`src/rtl/riscv_ctrl_pkg.sv`:
```
// Shared encodings for the multicycle RV32I control path: FSM states,
// opcodes, ALU/immediate/mux select codes and the internal control bundle.
package riscv_ctrl_pkg;

  typedef enum logic [3:0] {
    S_FETCH, S_DECODE, S_MEM_ADR, S_MEM_READ, S_MEM_WB, S_MEM_WRITE,
    S_EXEC_R, S_EXEC_I, S_EXEC_U, S_ALU_WB, S_BRANCH, S_JAL,
    S_JALR_ADR, S_JALR, S_ILLEGAL
  } state_t;

  localparam logic [6:0] OP_LOAD   = 7'b0000011;
  localparam logic [6:0] OP_STORE  = 7'b0100011;
  localparam logic [6:0] OP_R      = 7'b0110011;
  localparam logic [6:0] OP_IMM    = 7'b0010011;
  localparam logic [6:0] OP_BRANCH = 7'b1100011;
  localparam logic [6:0] OP_JAL    = 7'b1101111;
  localparam logic [6:0] OP_JALR   = 7'b1100111;
  localparam logic [6:0] OP_LUI    = 7'b0110111;
  localparam logic [6:0] OP_AUIPC  = 7'b0010111;

  localparam logic [3:0] ALU_ADD  = 4'b0000;
  localparam logic [3:0] ALU_SUB  = 4'b0001;
  localparam logic [3:0] ALU_AND  = 4'b0010;
  localparam logic [3:0] ALU_OR   = 4'b0011;
  localparam logic [3:0] ALU_XOR  = 4'b0100;
  localparam logic [3:0] ALU_SLT  = 4'b0101;
  localparam logic [3:0] ALU_SLTU = 4'b0110;
  localparam logic [3:0] ALU_SLL  = 4'b0111;
  localparam logic [3:0] ALU_SRL  = 4'b1000;
  localparam logic [3:0] ALU_SRA  = 4'b1001;

  localparam logic [2:0] IMM_I = 3'b000;
  localparam logic [2:0] IMM_S = 3'b001;
  localparam logic [2:0] IMM_B = 3'b010;
  localparam logic [2:0] IMM_J = 3'b011;
  localparam logic [2:0] IMM_U = 3'b100;

  localparam logic [1:0] RES_ALUOUT = 2'b00;
  localparam logic [1:0] RES_MEM    = 2'b01;
  localparam logic [1:0] RES_ALU    = 2'b10;

  localparam logic [1:0] SRCA_PC    = 2'b00;
  localparam logic [1:0] SRCA_OLDPC = 2'b01;
  localparam logic [1:0] SRCA_RS1   = 2'b10;
  localparam logic [1:0] SRCA_ZERO  = 2'b11;

  localparam logic [1:0] SRCB_RS2  = 2'b00;
  localparam logic [1:0] SRCB_IMM  = 2'b01;
  localparam logic [1:0] SRCB_FOUR = 2'b10;

  localparam logic ADR_PC     = 1'b0;
  localparam logic ADR_RESULT = 1'b1;

  // How the ALU decoder interprets funct3/funct7b5.
  typedef enum logic [1:0] {ALUM_ADD, ALUM_R, ALUM_I} alu_mode_t;

  // Everything the FSM drives except imm_src and the decoded ALU code.
  typedef struct packed {
    logic       pc_write;
    logic       adr_src;
    logic       mem_write;
    logic       ir_write;
    logic [1:0] result_src;
    logic [1:0] alu_src_a;
    logic [1:0] alu_src_b;
    alu_mode_t  alu_mode;
    logic       reg_write;
    logic       instr_done;
    logic       illegal;
  } ctrl_t;

  // Immediate format depends only on the opcode.
  function automatic logic [2:0] imm_sel(input logic [6:0] op);
    case (op)
      OP_LOAD, OP_IMM, OP_JALR: imm_sel = IMM_I;
      OP_STORE:                 imm_sel = IMM_S;
      OP_BRANCH:                imm_sel = IMM_B;
      OP_JAL:                   imm_sel = IMM_J;
      OP_LUI, OP_AUIPC:         imm_sel = IMM_U;
      default:                  imm_sel = 3'b000;
    endcase
  endfunction

endpackage

```
`src/rtl/alu_decoder.sv`:
```
// funct3/funct7b5 to ALU operation; I-mode never subtracts on funct3=000.
module alu_decoder
  import riscv_ctrl_pkg::*;
(
  input  alu_mode_t  mode,
  input  logic [2:0] funct3,
  input  logic       funct7b5,
  output logic [3:0] alu_control
);

  // Decode operation from mode and function fields.
  always_comb begin
    alu_control = ALU_ADD;
    if (mode != ALUM_ADD) begin
      case (funct3)
        3'b000: alu_control = (mode == ALUM_R && funct7b5) ? ALU_SUB : ALU_ADD;
        3'b001: alu_control = ALU_SLL;
        3'b010: alu_control = ALU_SLT;
        3'b011: alu_control = ALU_SLTU;
        3'b100: alu_control = ALU_XOR;
        3'b101: alu_control = funct7b5 ? ALU_SRA : ALU_SRL;
        3'b110: alu_control = ALU_OR;
        default: alu_control = ALU_AND;
      endcase
    end
  end

endmodule

```
`src/rtl/multicycle_controller.sv`:
```
// Moore control FSM for the multicycle RV32I core. Only BRANCH's pc_write
// looks at the ALU flags; reset masks every enable combinationally so an
// interrupted instruction makes no writes in the reset cycle.
module multicycle_controller
  import riscv_ctrl_pkg::*;
(
  input  logic       clk,
  input  logic       reset,
  input  logic [6:0] op,
  input  logic [2:0] funct3,
  input  logic       funct7b5,
  input  logic       zero,
  input  logic       lt,
  input  logic       ltu,
  output logic       pc_write,
  output logic       adr_src,
  output logic       mem_write,
  output logic       ir_write,
  output logic [1:0] result_src,
  output logic [1:0] alu_src_a,
  output logic [1:0] alu_src_b,
  output logic [3:0] alu_control,
  output logic [2:0] imm_src,
  output logic       reg_write,
  output logic       instr_done,
  output logic       illegal
);

  state_t state, next_state;
  ctrl_t  c;
  logic   taken, br_ok;

  // State register.
  always_ff @(posedge clk) begin
    if (reset) state <= S_FETCH;
    else       state <= next_state;
  end

  // Branch condition; funct3 010/011 are not valid branches.
  always_comb begin
    taken = 1'b0;
    br_ok = 1'b1;
    case (funct3)
      3'b000: taken = zero;
      3'b001: taken = ~zero;
      3'b100: taken = lt;
      3'b101: taken = ~lt;
      3'b110: taken = ltu;
      3'b111: taken = ~ltu;
      default: br_ok = 1'b0;
    endcase
  end

  // Next state and per-state control.
  always_comb begin
    next_state = state;
    c          = '0;
    c.alu_mode = ALUM_ADD;
    case (state)
      S_FETCH: begin
        c.adr_src = ADR_PC;     c.ir_write = 1'b1;   c.pc_write = 1'b1;
        c.alu_src_a = SRCA_PC;  c.alu_src_b = SRCB_FOUR;
        c.result_src = RES_ALU;
        next_state = S_DECODE;
      end
      S_DECODE: begin
        // Branch/JAL target goes into alu_out while decoding.
        c.alu_src_a = SRCA_OLDPC; c.alu_src_b = SRCB_IMM;
        case (op)
          OP_LOAD, OP_STORE: next_state = S_MEM_ADR;
          OP_R:              next_state = S_EXEC_R;
          OP_IMM:            next_state = S_EXEC_I;
          OP_BRANCH:         next_state = S_BRANCH;
          OP_JAL:            next_state = S_JAL;
          OP_JALR:           next_state = S_JALR_ADR;
          OP_LUI, OP_AUIPC:  next_state = S_EXEC_U;
          default:           next_state = S_ILLEGAL;
        endcase
      end
      S_MEM_ADR: begin
        c.alu_src_a = SRCA_RS1; c.alu_src_b = SRCB_IMM;
        next_state = (op == OP_STORE) ? S_MEM_WRITE : S_MEM_READ;
      end
      S_MEM_READ: begin
        c.adr_src = ADR_RESULT; c.result_src = RES_ALUOUT;
        next_state = S_MEM_WB;
      end
      S_MEM_WB: begin
        c.result_src = RES_MEM; c.reg_write = 1'b1; c.instr_done = 1'b1;
        next_state = S_FETCH;
      end
      S_MEM_WRITE: begin
        c.adr_src = ADR_RESULT; c.result_src = RES_ALUOUT;
        c.mem_write = 1'b1;     c.instr_done = 1'b1;
        next_state = S_FETCH;
      end
      S_EXEC_R: begin
        c.alu_src_a = SRCA_RS1; c.alu_src_b = SRCB_RS2; c.alu_mode = ALUM_R;
        next_state = S_ALU_WB;
      end
      S_EXEC_I: begin
        c.alu_src_a = SRCA_RS1; c.alu_src_b = SRCB_IMM; c.alu_mode = ALUM_I;
        next_state = S_ALU_WB;
      end
      S_EXEC_U: begin
        // LUI adds imm to zero, AUIPC to the instruction's own PC.
        c.alu_src_a = (op == OP_LUI) ? SRCA_ZERO : SRCA_OLDPC;
        c.alu_src_b = SRCB_IMM;
        next_state = S_ALU_WB;
      end
      S_ALU_WB: begin
        c.result_src = RES_ALUOUT; c.reg_write = 1'b1; c.instr_done = 1'b1;
        next_state = S_FETCH;
      end
      S_BRANCH: begin
        c.alu_src_a = SRCA_RS1; c.alu_src_b = SRCB_RS2; c.alu_mode = ALUM_ADD;
        c.result_src = RES_ALUOUT; c.instr_done = 1'b1;
        c.pc_write = br_ok & taken;
        next_state = br_ok ? S_FETCH : S_ILLEGAL;
      end
      S_JAL: begin
        c.alu_src_a = SRCA_OLDPC; c.alu_src_b = SRCB_FOUR;
        c.result_src = RES_ALUOUT; c.pc_write = 1'b1;
        next_state = S_ALU_WB;
      end
      S_JALR_ADR: begin
        c.alu_src_a = SRCA_RS1; c.alu_src_b = SRCB_IMM;
        next_state = S_JALR;
      end
      S_JALR: begin
        c.alu_src_a = SRCA_OLDPC; c.alu_src_b = SRCB_FOUR;
        c.result_src = RES_ALUOUT; c.pc_write = 1'b1;
        next_state = S_ALU_WB;
      end
      S_ILLEGAL: begin
        c.illegal = 1'b1;
        next_state = S_ILLEGAL;
      end
      default: next_state = S_FETCH;
    endcase
    if (reset) begin
      next_state   = S_FETCH;
      c.pc_write   = 1'b0;
      c.mem_write  = 1'b0;
      c.ir_write   = 1'b0;
      c.reg_write  = 1'b0;
      c.instr_done = 1'b0;
      c.illegal    = 1'b0;
    end
  end

  logic [3:0] dec_alu;

  alu_decoder u_alu_dec (
    .mode        (c.alu_mode),
    .funct3      (funct3),
    .funct7b5    (funct7b5),
    .alu_control (dec_alu)
  );

  // BRANCH compares with SUB regardless of funct3.
  assign alu_control = (state == S_BRANCH) ? ALU_SUB : dec_alu;

  assign pc_write   = c.pc_write;
  assign adr_src    = c.adr_src;
  assign mem_write  = c.mem_write;
  assign ir_write   = c.ir_write;
  assign result_src = c.result_src;
  assign alu_src_a  = c.alu_src_a;
  assign alu_src_b  = c.alu_src_b;
  assign reg_write  = c.reg_write;
  assign instr_done = c.instr_done;
  assign illegal    = c.illegal;
  assign imm_src    = imm_sel(op);

endmodule

```
`config.mk`:
```
export PLATFORM = sky130hd
export DESIGN_NAME = multicycle_controller
export DESIGN_NICKNAME = d
export VERILOG_FILES = /design/src/rtl/riscv_ctrl_pkg.sv /design/src/rtl/alu_decoder.sv /design/src/rtl/multicycle_controller.sv
export SDC_FILE = /design/constraint.sdc
export NUM_CORES = 1
export LEC_CHECK = 0
export BUFFER_PORTS_ARGS = -buffer_cell sky130_fd_sc_hd__buf_2
export CAP_MARGIN = 20
export CORE_MARGIN = 4
export CORE_UTILIZATION = 47
export DETAILED_ROUTE_END_ITERATION = 10
export PLACE_DENSITY_LB_ADDON = 0.3
export SLEW_MARGIN = 40
export SYNTH_ARGS = -nofsm -noshare
export SYNTH_HDL_FRONTEND = slang
export SYNTH_SLANG_ARGS = --single-unit
```
`constraint.sdc`:
```
create_clock -name clk -period 1.4 [get_ports clk]
set_input_delay 0.28 -clock clk [delete_from_list [all_inputs] [get_ports clk]]
set_output_delay 0.28 -clock clk [all_outputs]
set_load 0.03 [all_outputs]
```
==> results.json, run 1 <==
{
  "grt_max_degree": 13,
  "post_synth_num_cell_types": 49,
  "globalplace.congestion": 0.8870,
  "async_reset_ff_share_pct": 0,
  "tool.error": "[ERROR DPL-0038] Utilization greater than 100%, impossible to legalize",
  "clockRootBuffer": "clkbuf_4",
  "yosys_warnings": 0,
  "io_buffers": 35,
  "syn_avg_cell_area_um2": 7.153,
  "rows": 15,
  "cts_max_level": 1,
  "status": "did not finish",
  "cts.sinks": 4,
  "synth_ff_type": "dfxtp_1",
  "syn_nets": 136,
  "ys_ff_latch": 4,
  "stop_stage": "global routing",
  "die_h_um": 50.74,
  "hold_buffers": 0,
  "yosys.area.top_type": "dfxtp_1",
  "cts_buffers": 3,
  "dpl.hpwl_um": 2470,
  "netlist.area_leader.share_pct": 9.329,
  "syn-cell-area_um2": 858.3,
  "synth_top_cells_by_area": "dfxtp_1 (9.3%), a21oi_1 (6.4%), buf_6 (5.2%)",
  "num_io_pins": 36,
  "initial_core_util_pct": 49.71,
  "clock_path_buffers": 2,
  "yosysSeqAreaShare_pct": 9.329,
  "synth-edff-count": 0,
  "worst-ep-kind": "output port",
  "die_w_um": 50.74,
  "worst_endpoint": "alu_control[3]",
  "synth_cells": 120,
  "pre_cts_ws_ps": -259.2
}
-- cell families after synthesis --
kind of cell | Yosys count | share of synthesized area, %
and+or+nand+nor | 57 | 40.53
AOI/OAI and AO/OA | 38 | 29.30
buffers and inverters | 13 | 12.39
xor gates and xnor gates | 6 | 6.122
DFF | 4 | 9.330
muxes | 2 | 2.332
-- metrics by stage --
stage / instance area, µm² / util [%] / instances / hold slack (ps) / setup TNS (ps)
after floorplan: 1015 / - / 120 / 358.5 / -994.1
after global placement: 1434 / 83.04 / 210 / 634.8 / -1924
after detailed placement: 1434 / 83.04 / 210 / 636.9 / -3222
after CTS: 1654 / 95.80 / 216 / 378.4 / -3740
-- synth_stat cells (2+ instances only) --
cell type and count:
a21oi_1 11, nor2_1 10, nand2_1 6, nand2b_1 6, nor3_1 6, nor2b_1 5, xnor2_1 5, buf_6 4
dfxtp_1 4, a31oi_1 3, buf_4 3, nand3b_1 3, nand4b_1 3, o22ai_1 3, a211o_1 2, a311o_1 2
and3_1 2, buf_2 2, mux2i_1 2, nand3_1 2, nor3b_1 2, nor4b_1 2, o21a_1 2, o21ai_0 2
o21ai_1 2, o21bai_1 2, o31ai_1 2
-- timing repair --
item                                    4_1_cts
gates resized for setup                      54
pin swaps                                     2
buffers inserted                              3
endpoints found under the setup margin       22
==> run 2, diff against run 1 <==
Settings changed: CORE_AREA set to 4 4 65 67, CORE_MARGIN 4 to not set, CORE_UTILIZATION 47 to not set, DIE_AREA set to 0 0 69 71, PLACE_DENSITY_LB_ADDON 0.3 to 0.15.
==> run 2 against run 1 <==
  * The flow now finishes, with violations (setup timing)
  * Area after synthesis is the same
  * Synthesized cell count is the same
==> results.json, run 2 <==
{
  "clk_pin_slew_ps": 30,
  "clock_latency_ps": 210,
  "cts.sinks": 4,
  "die-area_um2": 4899,
  "antenna_found_initial": 0,
  "status": "finished with violations",
  "dpl.hpwl_um": 2426,
  "wl_per_cell_um": 13.52,
  "async_reset_ff_share_pct": 0,
  "post_synth_num_cell_types": 49,
  "critical_path.cell_chain": "buf_6, nor2b_4, buf_4, o21ai_0, buf_4, o31ai_4, buf_6",
  "die_w_um": 69,
  "drive_above_1_share_pct": 67.17,
  "finalWirelength_um": 3326,
  "nets": 216,
  "drc_errors": 0,
  "synth_ff_type": "dfxtp_1",
  "fin_area_um2": 1864,
  "drv_slew": 0,
  "start_kind": "flop",
  "post-route-min-period_ps": 1666,
  "yosys_warnings": 0,
  "vdd_ir_drop_max_v": 0.0009694,
  "cp_slowest_cell": "dfxtp_4",
  "r2r_cells": 6,
  "initial_core_util_pct": 23.62,
  "cts_buffers": 3,
  "grt_use_met2_pct": 25.42,
  "p_total_mw": 3.168,
  "cp_max_fo": 6,
  "die_h_um": 71,
  "layout_commonest_cell": "buf_4",
  "required_ps": 1120,
  "rsz0062_at_grt": "true",
  "grt_pass1_vias": 1288,
  "io_buffers": 35,
  "synthTopCellsByCount": "a21oi_1 (11), nor2_1 (10), nand2_1 (6), nand2b_1 (6), nor3_1 (6)",
  "cts_max_level": 1,
  "num_io_pins": 36,
  "diodes": 0,
  "worst-endpoint-arrival_ps": 1390,
  "fillers": 349,
  "globalplace.congestion": 0.8156,
  "post-synth-top-count-cell": "a21oi_1",
  "power.leakage_nw": 0.7707,
  "fp.coreArea_um2": 3633,
  "drt-initial-drc-count": 27,
  "regToRegSetupSlack_ps": -20,
  "hold_path_class": "in2reg",
  "clockRootBuffer": "clkbuf_8",
  "powerDensity_nw_per_um2": 1699,
  "fmax_mhz": 600.1,
  "grt_max_degree": 15,
  "vias": 1228,
  "maxCapViolations": 0,
  "yosys.area.top_type": "dfxtp_1",
  "busiest_layer": "met2",
  "grt_usage_pct": 13.42,
  "yosysSeqAreaShare_pct": 9.329,
  "r2r-start": "state[3]$_SDFF_PP0_",
  "netlist.area_leader.share_pct": 9.329,
  "startpoint": "state[3]$_SDFF_PP0_",
  "hold_viol_final": 0,
  "synth_top_cells_by_area": "dfxtp_1 (9.3%), a21oi_1 (6.4%), buf_6 (5.2%)",
  "ys_ff_latch": 4,
  "r2r_end": "state[2]$_SDFF_PP0_",
  "synth-edff-count": 0,
  "synth_cells": 120,
  "rows": 22,
  "setup_viol": 20,
  "worst_slack_ps": -266.4,
  "overflow": 0,
  "cts_tree": "yes",
  "path_class": "reg2out",
  "grt_pass1_wl_um": 5678,
  "met3_usage_pct": 3.125,
  "syn_nets": 136,
  "cp-end-kind": "output pin",
  "area_delta_synth_final_pct": 117.2,
  "layout_common_cells": "buf_4 (45), buf_6 (27), buf_2 (14)",
  "finClkSkew_ps": 2.964,
  "post_dp_cell_area_um2": 1470,
  "slew_headroom_pct": 80.05,
  "syn_avg_cell_area_um2": 7.153,
  "clock_path_buffers": 2,
  "syn-cell-area_um2": 858.3,
  "largest_register_ffs": 4,
  "violations": "setup timing",
  "cp_slowest_stage_delay_ps": 350,
  "top_regs": "state (4)",
  "via_per_inst": 4.992,
  "fin_crit_sh_pct": 119.0,
  "use_met1_pct": 15.20,
  "crit_end": "alu_src_a[1]",
  "dr.pass1.iters": 4,
  "largest_register": "state",
  "drtAntennaViolNets": 0,
  "tightest_slew_ps": 295.2
}
run 2: cell counts after synthesis:
No cell type changed its count.
run 2: routing by layer:
metal,part of all wire (%),vias to the layer above
met5,0,-
li1,-,604
met3,4.5,6
met2,54,39
met4,0.96,0
met1,41,579
run 2: critical path: cells and delay by family, from the launching register on:
family,cells,cell delay (ps)
AO/OA/AOI/OAI,2,130
buffers and inverters,4,550
flip-flops,1,350
AND/OR/NAND/NOR,1,130
run 2: stage by stage:
step	instances	worst slack, ps	util (%)	TNS [ps]	hold WS [ps]
finish	246	-266.4	51.31	-3242	405.0
global route	246	-326.7	51.31	-4485	403.0
detailed placement	234	-234.9	40.46	-2428	610.3
CTS	245	-259.5	48.31	-3518	399.0
global placement	234	-231.5	40.46	-2478	602.5
floorplan	120	-272.5	-	-994.1	358.5
run 2: kinds of logic (layout without fill, tap and decap cells):
| logic type | Yosys count | after routing | share of synthesized area (%) |
|---|---|---|---|
| AO/OA/AOI/OAI | 38 | 38 | 29.30 |
| XOR/XNOR | 6 | 6 | 6.122 |
| buffers and inverters | 13 | 91 | 12.39 |
| flip-flops | 4 | 4 | 9.330 |
| multiplexers | 2 | 2 | 2.332 |
| AND/OR/NAND/NOR | 57 | 57 | 40.53 |
run 2: power breakdown:
| group | internal [mW] | leakage, nW | switching, mW |
|---|---|---|---|
| registers | 0.181 | 0.0353 | 0.0990 |
| logic | 1.35 | 0.714 | 1.30 |
| clock network | 0.183 | 0.0216 | 0.0529 |
| total | 1.71 | 0.771 | 1.45 |
run 2: final cells by class:
type,instances,area (µm²),share of cell area [%]
Tap cell,48,60.06,3.221
Sequential cell,4,92.59,4.966
Inverter,1,3.754,0.2013
Clock buffer,3,41.29,2.215
Timing Repair Buffer,87,726.9,38.99
Multi-Input combinational cell,103,939.7,50.40
run 2: how the worst min path moves through the flow:
stage,start,to,slack (ps),depth (start not counted)
2_1_floorplan,reset,state[3]$_SDFF_PP0_,360,1
3_3_place_gp,state[2]$_SDFF_PP0_,state[2]$_SDFF_PP0_,600,2
3_5_place_dp,state[2]$_SDFF_PP0_,state[2]$_SDFF_PP0_,610,2
4_1_cts,reset,state[3]$_SDFF_PP0_,400,2
5_1_grt,reset,state[3]$_SDFF_PP0_,400,2
6_report,reset,state[3]$_SDFF_PP0_,400,2
run 2: timing repair:
| action | CTS | global route |
|---|---|---|
| hold buffers | 0 | 0 |
| endpoints found under the setup margin | 23 | 22 |
| setup buffers | 8 | 1 |
| resized for setup | 57 | 24 |
| pin swaps | 10 | 9 |
Note: power is estimated with default switching activity, not from simulation.
==> run 3, diff against run 2 <==
Settings changed: PLACE_DENSITY set to 0.44, PLACE_DENSITY_LB_ADDON 0.15 to not set.
==> run 3 against run 2 <==
  * The flow still finishes with violations (setup timing)
  * Count of clock-buffer cells in the layout stayed put
  * Cell area is 1.2% lower
  * Clock skew is 1.2 ps lower
  * Sequential cell count stayed put
  * Largest power group unchanged
==> results.json, run 3 (same netlist as run 2, synthesis figures left out) <==
{
  "start_kind": "flop",
  "num_io_pins": 36,
  "clockRootBuffer": "clkbuf_8",
  "rsz0062_at_grt": "true",
  "fin_crit_sh_pct": 116.5,
  "post-route-min-period_ps": 1631,
  "power.leakage_nw": 0.7528,
  "wl_met2_um": 1840,
  "fin_area_um2": 1842,
  "hold_path_class": "in2reg",
  "area_delta_synth_final_pct": 114.6,
  "setup_viol": 19,
  "final_cells": 242,
  "hold-worst-slack_ps": 498.1,
  "drc_errors": 0,
  "top_regs": "state (4)",
  "drt-initial-drc-count": 23,
  "slew_headroom_pct": 80.45,
  "worst-endpoint-arrival_ps": 1350,
  "pre_cts_ws_ps": -217.8,
  "worst_slack_ps": -230.9,
  "cp_max_fo": 11,
  "cts.sinks": 4,
  "vias": 1180,
  "met1_length_um": 1321,
  "die_w_um": 69,
  "regToRegSetupSlack_ps": -40,
  "die_h_um": 71,
  "required_ps": 1120,
  "drv_slew": 0,
  "drtAntennaViolNets": 0,
  "layout_common_cells": "buf_4 (36), buf_6 (30), buf_2 (16)",
  "cp-end-kind": "output pin",
  "seq_area_um2": 95.09,
  "nets": 212,
  "post_dp_cell_area_um2": 1440,
  "cts_buffers": 3,
  "clock_path_buffers": 2,
  "overflow": 0,
  "rows": 22,
  "cts_max_level": 1,
  "dpl.hpwl_um": 2438,
  "hold_viol_final": 0,
  "grt_pass1_vias": 1191,
  "finalWirelength_um": 3275,
  "diodes": 0,
  "finClkSkew_ps": 1.772,
  "grt_pass1_wl_um": 5589,
  "largest_register_ffs": 4,
  "highest_layer": "met3",
  "maxCapViolations": 0,
  "initial_core_util_pct": 23.62,
  "clk_pin_slew_ps": 30,
  "wl_met3_um": 114,
  "drive_above_1_share_pct": 64.43,
  "fmax_mhz": 613.2,
  "tightest_slew_ps": 289.2,
  "die-area_um2": 4899,
  "dr.pass1.iters": 4,
  "fillers": 347,
  "io_buffers": 35,
  "grt_usage_pct": 13.39,
  "dp.cells": 230,
  "clock_latency_ps": 210,
  "grt_max_degree": 12,
  "status": "finished with violations",
  "via_per_inst": 4.876,
  "antenna_found_initial": 0,
  "violations": "setup timing",
  "wl_per_cell_um": 13.53,
  "vdd_ir_drop_max_v": 0.0006283,
  "powerDensity_nw_per_um2": 1764,
  "globalplace.congestion": 0.8130,
  "p_total_mw": 3.249,
  "path_class": "reg2out",
  "fp.coreArea_um2": 3633,
  "multi_input_area_um2": 938.4,
  "largest_register": "state",
  "cts_tree": "yes",
  "layout_commonest_cell": "buf_4"
}
## run 3: cell count changes in the layout (fill, tap and decap cells not counted), sizes merged
cell,before,now
buf,87,83
## run 3: final timing paths
check	depth (start not counted)	endpoint	from
max reg2reg	5	state[2]$_SDFF_PP0_	state[3]$_SDFF_PP0_
max	4	ir_write	state[0]$_SDFF_PP0_
min reg2reg	3	state[2]$_SDFF_PP0_	state[3]$_SDFF_PP0_
min	3	state[3]$_SDFF_PP0_	reset
## run 3: critical path: stages (launching register included)
cell and delay [ps]:
dfxtp_4 390, buf_6 130, nor4_4 290, and2_1 180
buf_6 130
## run 3: layout make-up
| cell class | count | share of cell area [%] |
|---|---|---|
| timing repair buffer | 83 | 38.18 |
| inverter | 1 | 0.2038 |
| clock buffer | 3 | 2.242 |
| sequential | 4 | 5.163 |
| tap | 48 | 3.261 |
| multi-input combinational | 103 | 50.95 |
## run 3: per-stage QoR
stage          utilization [%]  setup TNS [ps]
2_1_floorplan                -          -994.1
3_3_place_gp             39.64           -2032
3_5_place_dp             39.64           -2569
4_1_cts                  48.69           -2867
5_1_grt                  50.69           -3903
6_report                 50.69           -2713
## run 3: metal layers
layer	vias up	track usage, %
met5	-	0
met4	0	1.302
met3	0	2.983
met2	22	25.85
met1	561	15.46
li1	597	-
## run 3: report_power, final
part           switching [mW]  total, mW  internal [mW]
Combinational            1.31       2.70           1.39
Clock                  0.0531      0.236          0.183
Sequential              0.126      0.311          0.186
Total                    1.49       3.25           1.76
## run 3: repair_timing
action / CTS / global route
setup endpoints to repair: 22 / 22
cloned: 1 / 0
setup buffers: 6 / 2
pin swaps: 11 / 6
hold buffers: 0 / 0
gates resized for setup: 68 / 15
